<file path="config.mk">
export PLATFORM = sky130hd
export DESIGN_NAME = uart_param
export DESIGN_NICKNAME = d
export VERILOG_FILES = /design/src/rtl/uart_pkg.sv /design/src/rtl/uart_baud_gen.sv /design/src/rtl/uart_param.sv
export SDC_FILE = /design/constraint.sdc
export NUM_CORES = 1
export LEC_CHECK = 0
export ABC_CLOCK_PERIOD_IN_PS = 2200
export BUFFER_PORTS_ARGS = -buffer_cell sky130_fd_sc_hd__buf_2
export CORE_MARGIN = 2
export CORE_UTILIZATION = 60
export DETAILED_ROUTE_END_ITERATION = 8
export PLACE_DENSITY_LB_ADDON = 0.05
export REMOVE_ABC_BUFFERS = 1
export SYNTH_ARGS = -nofsm -noshare
export SYNTH_HDL_FRONTEND = slang
export SYNTH_SLANG_ARGS = --single-unit
</file>
<file path="constraint.sdc">
create_clock -name clk -period 2.2 [get_ports clk]
set_input_delay 0.11 -clock clk [delete_from_list [all_inputs] [get_ports clk]]
set_output_delay 0.11 -clock clk [all_outputs]
set_load 0.05 [all_outputs]
</file>
<file path="src/rtl/uart_pkg.sv">
`default_nettype none
//==== uart_pkg : oversample constants, TX/RX state types, parity helper ====
//==== Rev 1.0 ===============================================================
package uart_pkg;

  localparam int OVERSAMPLE = 16;
  localparam int TICK_W     = $clog2(OVERSAMPLE);

  typedef enum logic [2:0] {
    TX_IDLE   = 3'd0,
    TX_START  = 3'd1,
    TX_DATA   = 3'd2,
    TX_PARITY = 3'd3,
    TX_STOP   = 3'd4
  } tx_state_t;

  typedef enum logic [2:0] {
    RX_IDLE      = 3'd0,
    RX_START     = 3'd1,
    RX_DATA      = 3'd2,
    RX_PARITY    = 3'd3,
    RX_STOP      = 3'd4,
    RX_WAIT_HIGH = 3'd5
  } rx_state_t;

  // Callers zero-extend narrower words; the extra zero bits do not change the XOR.
  function automatic logic calc_parity(input logic [8:0] data, input logic odd);
    return (^data) ^ odd;
  endfunction

endpackage
`default_nettype wire

</file>
<file path="src/rtl/uart_baud_gen.sv">
`default_nettype none
//==== uart_baud_gen : clk divider producing oversample ticks and tick index ====
//==== Rev 1.0 ==================================================================
module uart_baud_gen
  import uart_pkg::*;
#(
  parameter int BAUD_DIV = 27
) (
  input  logic              clk,
  input  logic              rst_n,
  input  logic              i_restart,
  output logic              o_tick,
  output logic [TICK_W-1:0] o_tick_idx
);

  localparam int DIV_W = (BAUD_DIV > 1) ? $clog2(BAUD_DIV) : 1;
  localparam logic [DIV_W-1:0] c_div_last = DIV_W'(BAUD_DIV - 1);

  logic [DIV_W-1:0]  r_div;
  logic [TICK_W-1:0] r_idx;
  logic              w_tick;

  // o_tick marks the last clk of each oversample tick; o_tick_idx is the tick in progress.
  assign w_tick     = (r_div == c_div_last);
  assign o_tick     = w_tick;
  assign o_tick_idx = r_idx;

  always_ff @(posedge clk or negedge rst_n) begin
    if (!rst_n) begin
      r_div <= '0;
      r_idx <= '0;
    end else if (i_restart) begin
      r_div <= '0;
      r_idx <= '0;
    end else if (w_tick) begin
      r_div <= '0;
      r_idx <= r_idx + 1'b1;
    end else begin
      r_div <= r_div + 1'b1;
    end
  end

endmodule
`default_nettype wire

</file>
<file path="src/rtl/uart_param.sv">
`default_nettype none
//==== uart_param : parameterised full-duplex UART, 16x oversampled receiver ====
//==== Rev 1.0 ==================================================================
module uart_param
  import uart_pkg::*;
#(
  parameter int DATA_W     = 8,
  parameter int BAUD_DIV   = 27,
  parameter int PARITY_EN  = 1,
  parameter int PARITY_ODD = 0,
  parameter int STOP_BITS  = 1
) (
  input  logic              clk,
  input  logic              rst_n,
  input  logic [DATA_W-1:0] tx_data,
  input  logic              tx_valid,
  output logic              tx_ready,
  output logic              tx_out,
  input  logic              rx_in,
  output logic [DATA_W-1:0] rx_data,
  output logic              rx_valid,
  output logic              parity_error,
  output logic              stop_error
);

  localparam logic [3:0]        c_last_data = 4'(DATA_W - 1);
  localparam logic [3:0]        c_last_stop = 4'(STOP_BITS - 1);
  localparam logic              c_odd       = (PARITY_ODD != 0);
  localparam logic [TICK_W-1:0] c_idx_last  = TICK_W'(OVERSAMPLE - 1);
  localparam logic [TICK_W-1:0] c_idx_mid   = TICK_W'(OVERSAMPLE / 2 - 1);

  tx_state_t         r_tx_state, w_tx_state_nxt;
  logic [DATA_W-1:0] r_tx_shift, w_tx_shift_nxt;
  logic [3:0]        r_tx_cnt, w_tx_cnt_nxt;
  logic              r_tx_par, w_tx_par_nxt;
  logic              r_tx_out, w_tx_out_nxt;
  logic              w_tx_accept, w_tx_tick, w_tx_bit_end;
  logic [TICK_W-1:0] w_tx_idx;

  assign tx_ready     = (r_tx_state == TX_IDLE);
  assign tx_out       = r_tx_out;
  assign w_tx_accept  = tx_valid && tx_ready;
  assign w_tx_bit_end = w_tx_tick && (w_tx_idx == c_idx_last);

  uart_baud_gen #(.BAUD_DIV(BAUD_DIV)) u_tx_baud (
    .clk       (clk),
    .rst_n     (rst_n),
    .i_restart (w_tx_accept),
    .o_tick    (w_tx_tick),
    .o_tick_idx(w_tx_idx)
  );

  // tx_out is registered: each transition computes the level of the bit that starts next.
  always_comb begin
    w_tx_state_nxt = r_tx_state;
    w_tx_shift_nxt = r_tx_shift;
    w_tx_cnt_nxt   = r_tx_cnt;
    w_tx_par_nxt   = r_tx_par;
    w_tx_out_nxt   = r_tx_out;
    case (r_tx_state)
      TX_IDLE: begin
        w_tx_out_nxt = 1'b1;
        if (w_tx_accept) begin
          w_tx_state_nxt = TX_START;
          w_tx_out_nxt   = 1'b0;
          w_tx_shift_nxt = tx_data;
          w_tx_par_nxt   = calc_parity(9'(tx_data), c_odd);
        end
      end
      TX_START: if (w_tx_bit_end) begin
        w_tx_state_nxt = TX_DATA;
        w_tx_out_nxt   = r_tx_shift[0];
        w_tx_cnt_nxt   = '0;
      end
      TX_DATA: if (w_tx_bit_end) begin
        if (r_tx_cnt == c_last_data) begin
          w_tx_cnt_nxt = '0;
          if (PARITY_EN != 0) begin
            w_tx_state_nxt = TX_PARITY;
            w_tx_out_nxt   = r_tx_par;
          end else begin
            w_tx_state_nxt = TX_STOP;
            w_tx_out_nxt   = 1'b1;
          end
        end else begin
          w_tx_shift_nxt = r_tx_shift >> 1;
          w_tx_out_nxt   = r_tx_shift[1];
          w_tx_cnt_nxt   = r_tx_cnt + 1'b1;
        end
      end
      TX_PARITY: if (w_tx_bit_end) begin
        w_tx_state_nxt = TX_STOP;
        w_tx_out_nxt   = 1'b1;
        w_tx_cnt_nxt   = '0;
      end
      TX_STOP: if (w_tx_bit_end) begin
        if (r_tx_cnt == c_last_stop) w_tx_state_nxt = TX_IDLE;
        else                         w_tx_cnt_nxt   = r_tx_cnt + 1'b1;
      end
      default: w_tx_state_nxt = TX_IDLE;
    endcase
  end

  always_ff @(posedge clk or negedge rst_n) begin
    if (!rst_n) begin
      r_tx_state <= TX_IDLE;
      r_tx_shift <= '0;
      r_tx_cnt   <= '0;
      r_tx_par   <= 1'b0;
      r_tx_out   <= 1'b1;
    end else begin
      r_tx_state <= w_tx_state_nxt;
      r_tx_shift <= w_tx_shift_nxt;
      r_tx_cnt   <= w_tx_cnt_nxt;
      r_tx_par   <= w_tx_par_nxt;
      r_tx_out   <= w_tx_out_nxt;
    end
  end

  logic              r_sync1, r_sync2;
  rx_state_t         r_rx_state, w_rx_state_nxt;
  logic [DATA_W-1:0] r_rx_shift, w_rx_shift_nxt;
  logic [3:0]        r_rx_cnt, w_rx_cnt_nxt;
  logic              r_rx_par, w_rx_par_nxt;
  logic              w_rx_start, w_rx_done, w_rx_tick, w_rx_mid;
  logic [TICK_W-1:0] w_rx_idx;
  logic              r_rx_valid, r_par_err, r_stop_err;
  logic [DATA_W-1:0] r_rx_data;

  assign w_rx_start   = (r_rx_state == RX_IDLE) && !r_sync2;
  assign w_rx_mid     = w_rx_tick && (w_rx_idx == c_idx_mid);
  assign rx_valid     = r_rx_valid;
  assign rx_data      = r_rx_data;
  assign parity_error = r_par_err;
  assign stop_error   = r_stop_err;

  uart_baud_gen #(.BAUD_DIV(BAUD_DIV)) u_rx_baud (
    .clk       (clk),
    .rst_n     (rst_n),
    .i_restart (w_rx_start),
    .o_tick    (w_rx_tick),
    .o_tick_idx(w_rx_idx)
  );

  always_comb begin
    w_rx_state_nxt = r_rx_state;
    w_rx_shift_nxt = r_rx_shift;
    w_rx_cnt_nxt   = r_rx_cnt;
    w_rx_par_nxt   = r_rx_par;
    w_rx_done      = 1'b0;
    case (r_rx_state)
      RX_IDLE: if (!r_sync2) w_rx_state_nxt = RX_START;
      RX_START: if (w_rx_mid) begin
        w_rx_state_nxt = r_sync2 ? RX_IDLE : RX_DATA;
        w_rx_cnt_nxt   = '0;
      end
      RX_DATA: if (w_rx_mid) begin
        w_rx_shift_nxt = {r_sync2, r_rx_shift[DATA_W-1:1]};
        if (r_rx_cnt == c_last_data) begin
          w_rx_state_nxt = (PARITY_EN != 0) ? RX_PARITY : RX_STOP;
          w_rx_cnt_nxt   = '0;
        end else begin
          w_rx_cnt_nxt = r_rx_cnt + 1'b1;
        end
      end
      RX_PARITY: if (w_rx_mid) begin
        w_rx_par_nxt   = r_sync2;
        w_rx_state_nxt = RX_STOP;
      end
      // Only the first stop bit is checked; a low one is a framing error or break.
      RX_STOP: if (w_rx_mid) begin
        w_rx_done      = 1'b1;
        w_rx_state_nxt = r_sync2 ? RX_IDLE : RX_WAIT_HIGH;
      end
      RX_WAIT_HIGH: if (r_sync2) w_rx_state_nxt = RX_IDLE;
      default: w_rx_state_nxt = RX_IDLE;
    endcase
  end

  always_ff @(posedge clk or negedge rst_n) begin
    if (!rst_n) begin
      r_sync1    <= 1'b1;
      r_sync2    <= 1'b1;
      r_rx_state <= RX_IDLE;
      r_rx_shift <= '0;
      r_rx_cnt   <= '0;
      r_rx_par   <= 1'b0;
      r_rx_valid <= 1'b0;
      r_rx_data  <= '0;
      r_par_err  <= 1'b0;
      r_stop_err <= 1'b0;
    end else begin
      r_sync1    <= rx_in;
      r_sync2    <= r_sync1;
      r_rx_state <= w_rx_state_nxt;
      r_rx_shift <= w_rx_shift_nxt;
      r_rx_cnt   <= w_rx_cnt_nxt;
      r_rx_par   <= w_rx_par_nxt;
      r_rx_valid <= w_rx_done;
      if (w_rx_done) begin
        r_rx_data  <= r_rx_shift;
        r_par_err  <= (PARITY_EN != 0) && (calc_parity(9'(r_rx_shift), c_odd) != r_rx_par);
        r_stop_err <= !r_sync2;
      end
    end
  end

endmodule
`default_nettype wire

</file>
# Yosys cells after proc, flatten, opt, wreduce, memory -nomap -nowiden
# Index checks and enable logic that the tools add are counted.
# op_classes
n_addsub	6
n_eq_ne	33
mux	48
n_reduce_logical	26
# op_table
operator	n
$mux 4	12
$mux 3	15
$ne 2x2->1 const B	15
$mux 8	3
$mux 5	4
$pmux 3 s6	1
$reduce_xor 9->1	2
$add 4x1->4 const B	4
$pmux 8 s2	1
$pmux 3 s5	1
$reduce_and 7->1	2
$eq 3x2->1 const B	4
$eq 4x3->1 const B	3
$pmux 4 s3	1
$add 5x1->5 const B	2
$eq 5x5->1 const B	2
$eq 3x3->1 const B	3
$pmux 4 s2	1
$reduce_and 4->1	2
$reduce_bool 2->1	4
$mux 1	7
$eq 3x1->1 const B	2
$logic_not 3->1	2
$reduce_and 2->1	3
13 further kinds	17
# word_totals
regBits	64
input_bits	12
wordCells	132

# Depth between registers and ports, before layout
# depth
ltp_word	4
mapped_depth	8
depth_no_buf	6

# Hierarchy
# Synthesis repeated with hierarchy kept, for this count alone.
# unflattened
cells_unflattened	278
area_unflattened_um2	3223.1
# modules_own_cells
module	n_inst	cells_each	area_each_um2	seq_area_each_um2
uart_param	1	202	2374.8	1154.9
uart_baud_gen	2	38	424.2	225.2

# Worst setup path before layout
# Ideal clock, no wire load.
# synth_path
path_kind	reg2reg
start	register r_tx_state[0]
end	register r_tx_shift[0]
setup_time_ns	0.125
arrival_time_ns	1.987
required_time_ns	2.075
setup_slack_ns	0.088
path_stages_with_launch	7
path_buffers	2
period_less_slack_ns	2.112
path_cell_list	dfrtp_1 buf_4 nor3_2 and2_1 buf_6 o22ai_4 mux2_4
# synth_via
elab_chain_cells	4
word_cells_on_any_way	9
classes_between	eq/ne (4); mux (1); reduce/logical (4)
# synth_lines
element	line_no	rtl
start: declaration	uart_param.sv:32	tx_state_t r_tx_state, w_tx_state_nxt;
start signal: assignment	uart_param.sv:112	r_tx_state <= w_tx_state_nxt;
$logic_not 3->1 *	uart_param.sv:40	assign tx_ready = (r_tx_state == TX_IDLE);
net tx_ready	uart_param.sv:17	output logic tx_ready,
$logic_and 1x1->1	uart_param.sv:42	assign w_tx_accept = tx_valid && tx_ready;
$ne 2x1->1 (no line)	-	
$reduce_and 4->1 (no line)	-	
end signal: assignment	uart_param.sv:113	r_tx_shift <= w_tx_shift_nxt;
end: declaration	uart_param.sv:33	logic [DATA_W-1:0] r_tx_shift, w_tx_shift_nxt;
# Mark *: on every way through the listed nets, which the timed path passes. The rest lies on a longest branch.
# A chain may end at the register's enable or synchronous reset.

# Worst setup path in the final report
# layout_path
start	register u_rx_baud.r_div[0]
end	register r_rx_cnt[0]
# layout_via
elab_chain_cells	4
word_cells_on_any_way	5
classes_between	eq/ne (3); reduce/logical (2)
# layout_lines
element	line_no	rtl
start: declaration	uart_baud_gen.sv:19	logic [DIV_W-1:0] r_div;
start signal: assignment	uart_baud_gen.sv:39	r_div <= r_div + 1'b1;
$eq 5x5->1 *	uart_baud_gen.sv:24	assign w_tick = (r_div == c_div_last);
$logic_and 1x1->1 *	uart_param.sv:131	assign w_rx_mid = w_rx_tick && (w_rx_idx == c_idx_mid);
$ne 2x2->1 (no line)	-	
$reduce_and 3->1 (no line) *	-	
end signal: assignment	uart_param.sv:197	r_rx_cnt <= w_rx_cnt_nxt;
end: declaration	uart_param.sv:123	logic [3:0] r_rx_cnt, w_rx_cnt_nxt;
# Every way passes the cells marked *; elsewhere a longest branch is shown, timed or not.

==> impl_summary.md <==
Clock tree
In this run, CTS created clock tree buffers numbering 9. Counting along the longest clock path gives a buffer depth of 2. TritonCTS built the clock tree. Clock-pin slew was measured on the worst setup and hold paths at 0.07 ns. In this run the number of H-tree levels came out at 3. The post-CTS setup-driven buffer insertion count is 0. The number of buffers inserted for hold repair after clock tree synthesis is 2. The cell chosen for the clock root is clkbuf_8. The later pin in the worst-skew pair is clocked with a latency of 0.34 ns. Post-CTS repair changed the size of 0 cells. The tree built by TritonCTS fans out to 64 sinks.

Logic synthesis
The flip-flop and latch count after synthesis is 64. Yosys mapped a number of flops with a built-in enable equal to 0. Yosys printed 0 warnings. The proportion of synthesized flip-flops having asynchronous set or reset is between 90% and 100%.

Yosys instantiated no cell more often than dfrtp_1. Ranked by total cell area, the synthesized netlist is headed by dfrtp_1 45%, mux2_4 7.6%, xnor2_1 4.7%. The commonest register cell after synthesis is dfrtp_1.

Sequential cells were found to cover 47.7% of the synthesized design area. The mean area per synthesized cell is 11.6 µm². Of all cell types, the one taking the most synthesized area is dfrtp_1.

The mapped netlist covers 3360 µm². Sorting the synthesized cells by how often they occur yields 61 x dfrtp_1, 29 x nand2_1, 27 x nor2_1. The area share of the largest cell type after synthesis is a little under half. The gate count after technology mapping is 291. The count of distinct cell types in the synthesized netlist is 59.

Floorplan
The floorplan step set the die width to 78.9 µm. The initial utilization of the core area, before any placement, comes to 61.5%. The floorplan step set the die height to 78.9 µm. The I/O pin count is 25. After floorplanning, the core was sized to cover 5470 µm². The placement row count is 27. The die covers 6220 µm².

Layout
The end-of-flow core utilization is 70.5%. The post-route netlist has 27.8% of its cells at a drive strength greater than 1. The number of nets in the finished design is 347. The finished layout holds 403 standard cells, fillers aside. Relative to the synthesized area, the layout overhead comes to 14.8%. The repair_antennas step left the layout with diodes totalling 0.

Critical path
The end of the worst register-to-register path is r_rx_cnt[0]$_DFFE_PN0P_. The data arrival time of the critical path is 2.23 ns. The worst-case register-to-register setup slack is 0.19 ns. For the worst setup path, the data required time is 2.42 ns. The critical path is of the flop to flop type. The delay of the slowest critical-path stage is 0.43 ns.

The dominant delay contributor by cell family on the critical path is simple AND/OR/NAND/NOR gates. Along the worst path, the maximum fanout reaches 8. The signal on the critical path passes through inv_1 -> ha_1 -> and4b_1 -> nand3_4 -> or3_1 -> mux2_4. For this design, the slowest cell found on the critical path is or3_1. The sum of buffers and inverters on the critical path is 1. In this run the critical register-to-register path is launched from u_rx_baud.r_div[0]$_DFF_PN0_.

The critical path capture point type is a flop. The startpoint type of the worst setup path is a flop. The logic depth of the worst register-to-register path is 6.

Worst hold path
The count of cells along the worst hold path is 3. The path class of the tightest hold or removal check is input port to flop. The worst hold path terminates at r_tx_shift[7]$_DFFE_PN0P_. The worst hold path begins at tx_data[7].

Timing
After layout, the minimum clock period comes to 2.01 ns. Measured against its own limit, the worst slew margin works out to 64.4%. Summed over all failing endpoints, the final setup total negative slack is 0 ns.

The ratio of final minimum period to clock period is 91.5%. The count of endpoints failing hold in the final timing report is 0. Based on the critical path, the design can be clocked at up to 0.497 GHz. The final max-slew violation count is 0. The clock arrives with about 0.0095 ns of skew.

The count of final setup violators is 0. Setup repair after global routing left no endpoint under its margin. The transition time at the pin with the least slew margin is 0.533 ns. Hold is met by 0.112 ns.

Global route
The first global-routing pass estimated around 10 mm of wire. Global routing used 21.3% of the available tracks across all layers. The via count of the first global-routing pass came to 2161. Entering global routing, the biggest net connects 65 pins. The remaining global-route overflow is 0. The initial antenna violation count came to 0.

Placement
The total placed cells including tap cells is 385. The global placement routability congestion is around 0.76. The total half-perimeter wirelength after legalization and detailed placement is approximately 4 mm. During placement, the flow inserted port buffers numbering 24.

Drt
The via density per instance is 5.38. The number of nets still failing antenna checks after routing is 0. The DRC violations left is 0. The aggregate routed wire length is 5.86 mm.

The average wire per cell in the routed design is between 10 and 15 µm. The via total after detailed routing is 2167. The starting DRC count in detailed routing is 97.

For this run, the detailed router's first-pass iteration total came to 4.

Power and ir drop
Dividing total power by cell area gives a power density of 670 nW/µm². VDD sags by at most 0.457 mV. The reported leakage power is 0.00189 µW.

Status
The flow ran to the end, and the final reports show no timing, DRC or antenna violations.

Job
The number of max-cap violations is 0.
==> state kept, by name (all words and copies together) (netlist names) <==
signal                flops
stop_error                1
u_tx_baud.o_tick_idx      4
u_tx_baud.r_div           5
r_tx_cnt                  4
u_rx_baud.o_tick_idx      4
r_sync1                   1
u_rx_baud.r_div           5
r_rx_state                3
r_sync2                   1
rx_data                   8
parity_error              1
tx_out                    1
r_tx_state                3
rx_valid                  1
r_rx_cnt                  4
r_tx_shift                8
r_tx_par                  1
r_rx_par                  1
r_rx_shift                8
==> worst max-delay path by stage <==
stage,from,endpoint,cells past startpoint
after global placement,u_rx_baud.r_div[0]$_DFF_PN0_,r_rx_shift[0]$_DFFE_PN0P_,6
after CTS,u_rx_baud.r_div[0]$_DFF_PN0_,r_rx_shift[6]$_DFFE_PN0P_,6
after global routing,u_rx_baud.r_div[0]$_DFF_PN0_,r_rx_shift[7]$_DFFE_PN0P_,6
final,u_rx_baud.r_div[0]$_DFF_PN0_,r_rx_cnt[0]$_DFFE_PN0P_,6
after floorplan,r_tx_state[1]$_DFFE_PN0P_,r_tx_shift[0]$_DFFE_PN0P_,4
after detailed placement,u_rx_baud.r_div[0]$_DFF_PN0_,r_rx_shift[0]$_DFFE_PN0P_,6
==> power by group <==
part | switching [µW] | internal, µW
Clock | 468 | 871
Combinational | 39.3 | 28.5
Sequential | 1.73 | 1180
Total | 509 | 2080
==> metal layers <==
layer | vias to the layer above | wire (µm) | global-route usage [%]
li1 | 1081 | - | -
met1 | 1048 | 2820 | 27.8
met2 | 25 | 2740 | 33.5
met3 | 13 | 163 | 5.23
met4 | 0 | 140 | 10.7
met5 | - | 0 | 0
==> worst reg2reg max path: cells and delay by family, from the launching register on <==
kind,cells,cell delay (ns)
simple gates,3,0.99
fa+ha+maj,1,0.13
mux,1,0.29
buf+inv,1,0.07
flops,1,0.41
==> kinds of logic (layout without fill, tap and decap cells) <==
| logic type | count (synthesis) | count (layout) | share of synthesized area (%) |
|---|---|---|---|
| and+or+nand+nor | 105 | 105 | 18.0 |
| adders and majority gates | 9 | 9 | 3.35 |
| muxes | 29 | 29 | 11.5 |
| buffers and inverters | 20 | 60 | 3.50 |
| xor gates and xnor gates | 28 | 28 | 7.70 |
| AOI/OAI and AO/OA | 36 | 36 | 8.22 |
| DFF | 64 | 64 | 47.7 |
==> cell usage in the layout (no fill, tap or decap), types with 4 or more instances in the layout <==
cell type,n
nand2b_1,4
inv_1,8
nand2_1,29
clkbuf_8,9
nor2b_1,4
xor2_1,9
buf_2,24
nand3_1,8
xnor2_1,18
buf_4,9
a21oi_1,8
ha_1,9
mux2_4,17
nor2_1,27
dfrtp_1,61
mux2_2,10
bufinv_16,4
==> cell type report <==
type	count	area [µm²]
well taps	72	90.1
inverters	8	30.0
clock inverters	7	143
repair buffers	36	228
clock buffers	9	124
multi-input cells	207	1640
flip-flops and latches	64	1610
fillers	415	1610
==> per-stage QoR <==
| stage | total power (µW) | area [µm²] | setup WS (ns) |
|---|---|---|---|
| 5_1_grt | 2680 | 3860 | 0.0627 |
| 3_3_place_gp | 1270 | 3570 | 0.233 |
| 2_1_floorplan | 1230 | 3280 | 0.00526 |
| 6_report | 2590 | 3860 | 0.188 |
| 3_5_place_dp | 1270 | 3570 | 0.195 |
| 4_1_cts | 2610 | 3860 | 0.199 |
Note: power is estimated with default switching activity, not from simulation.
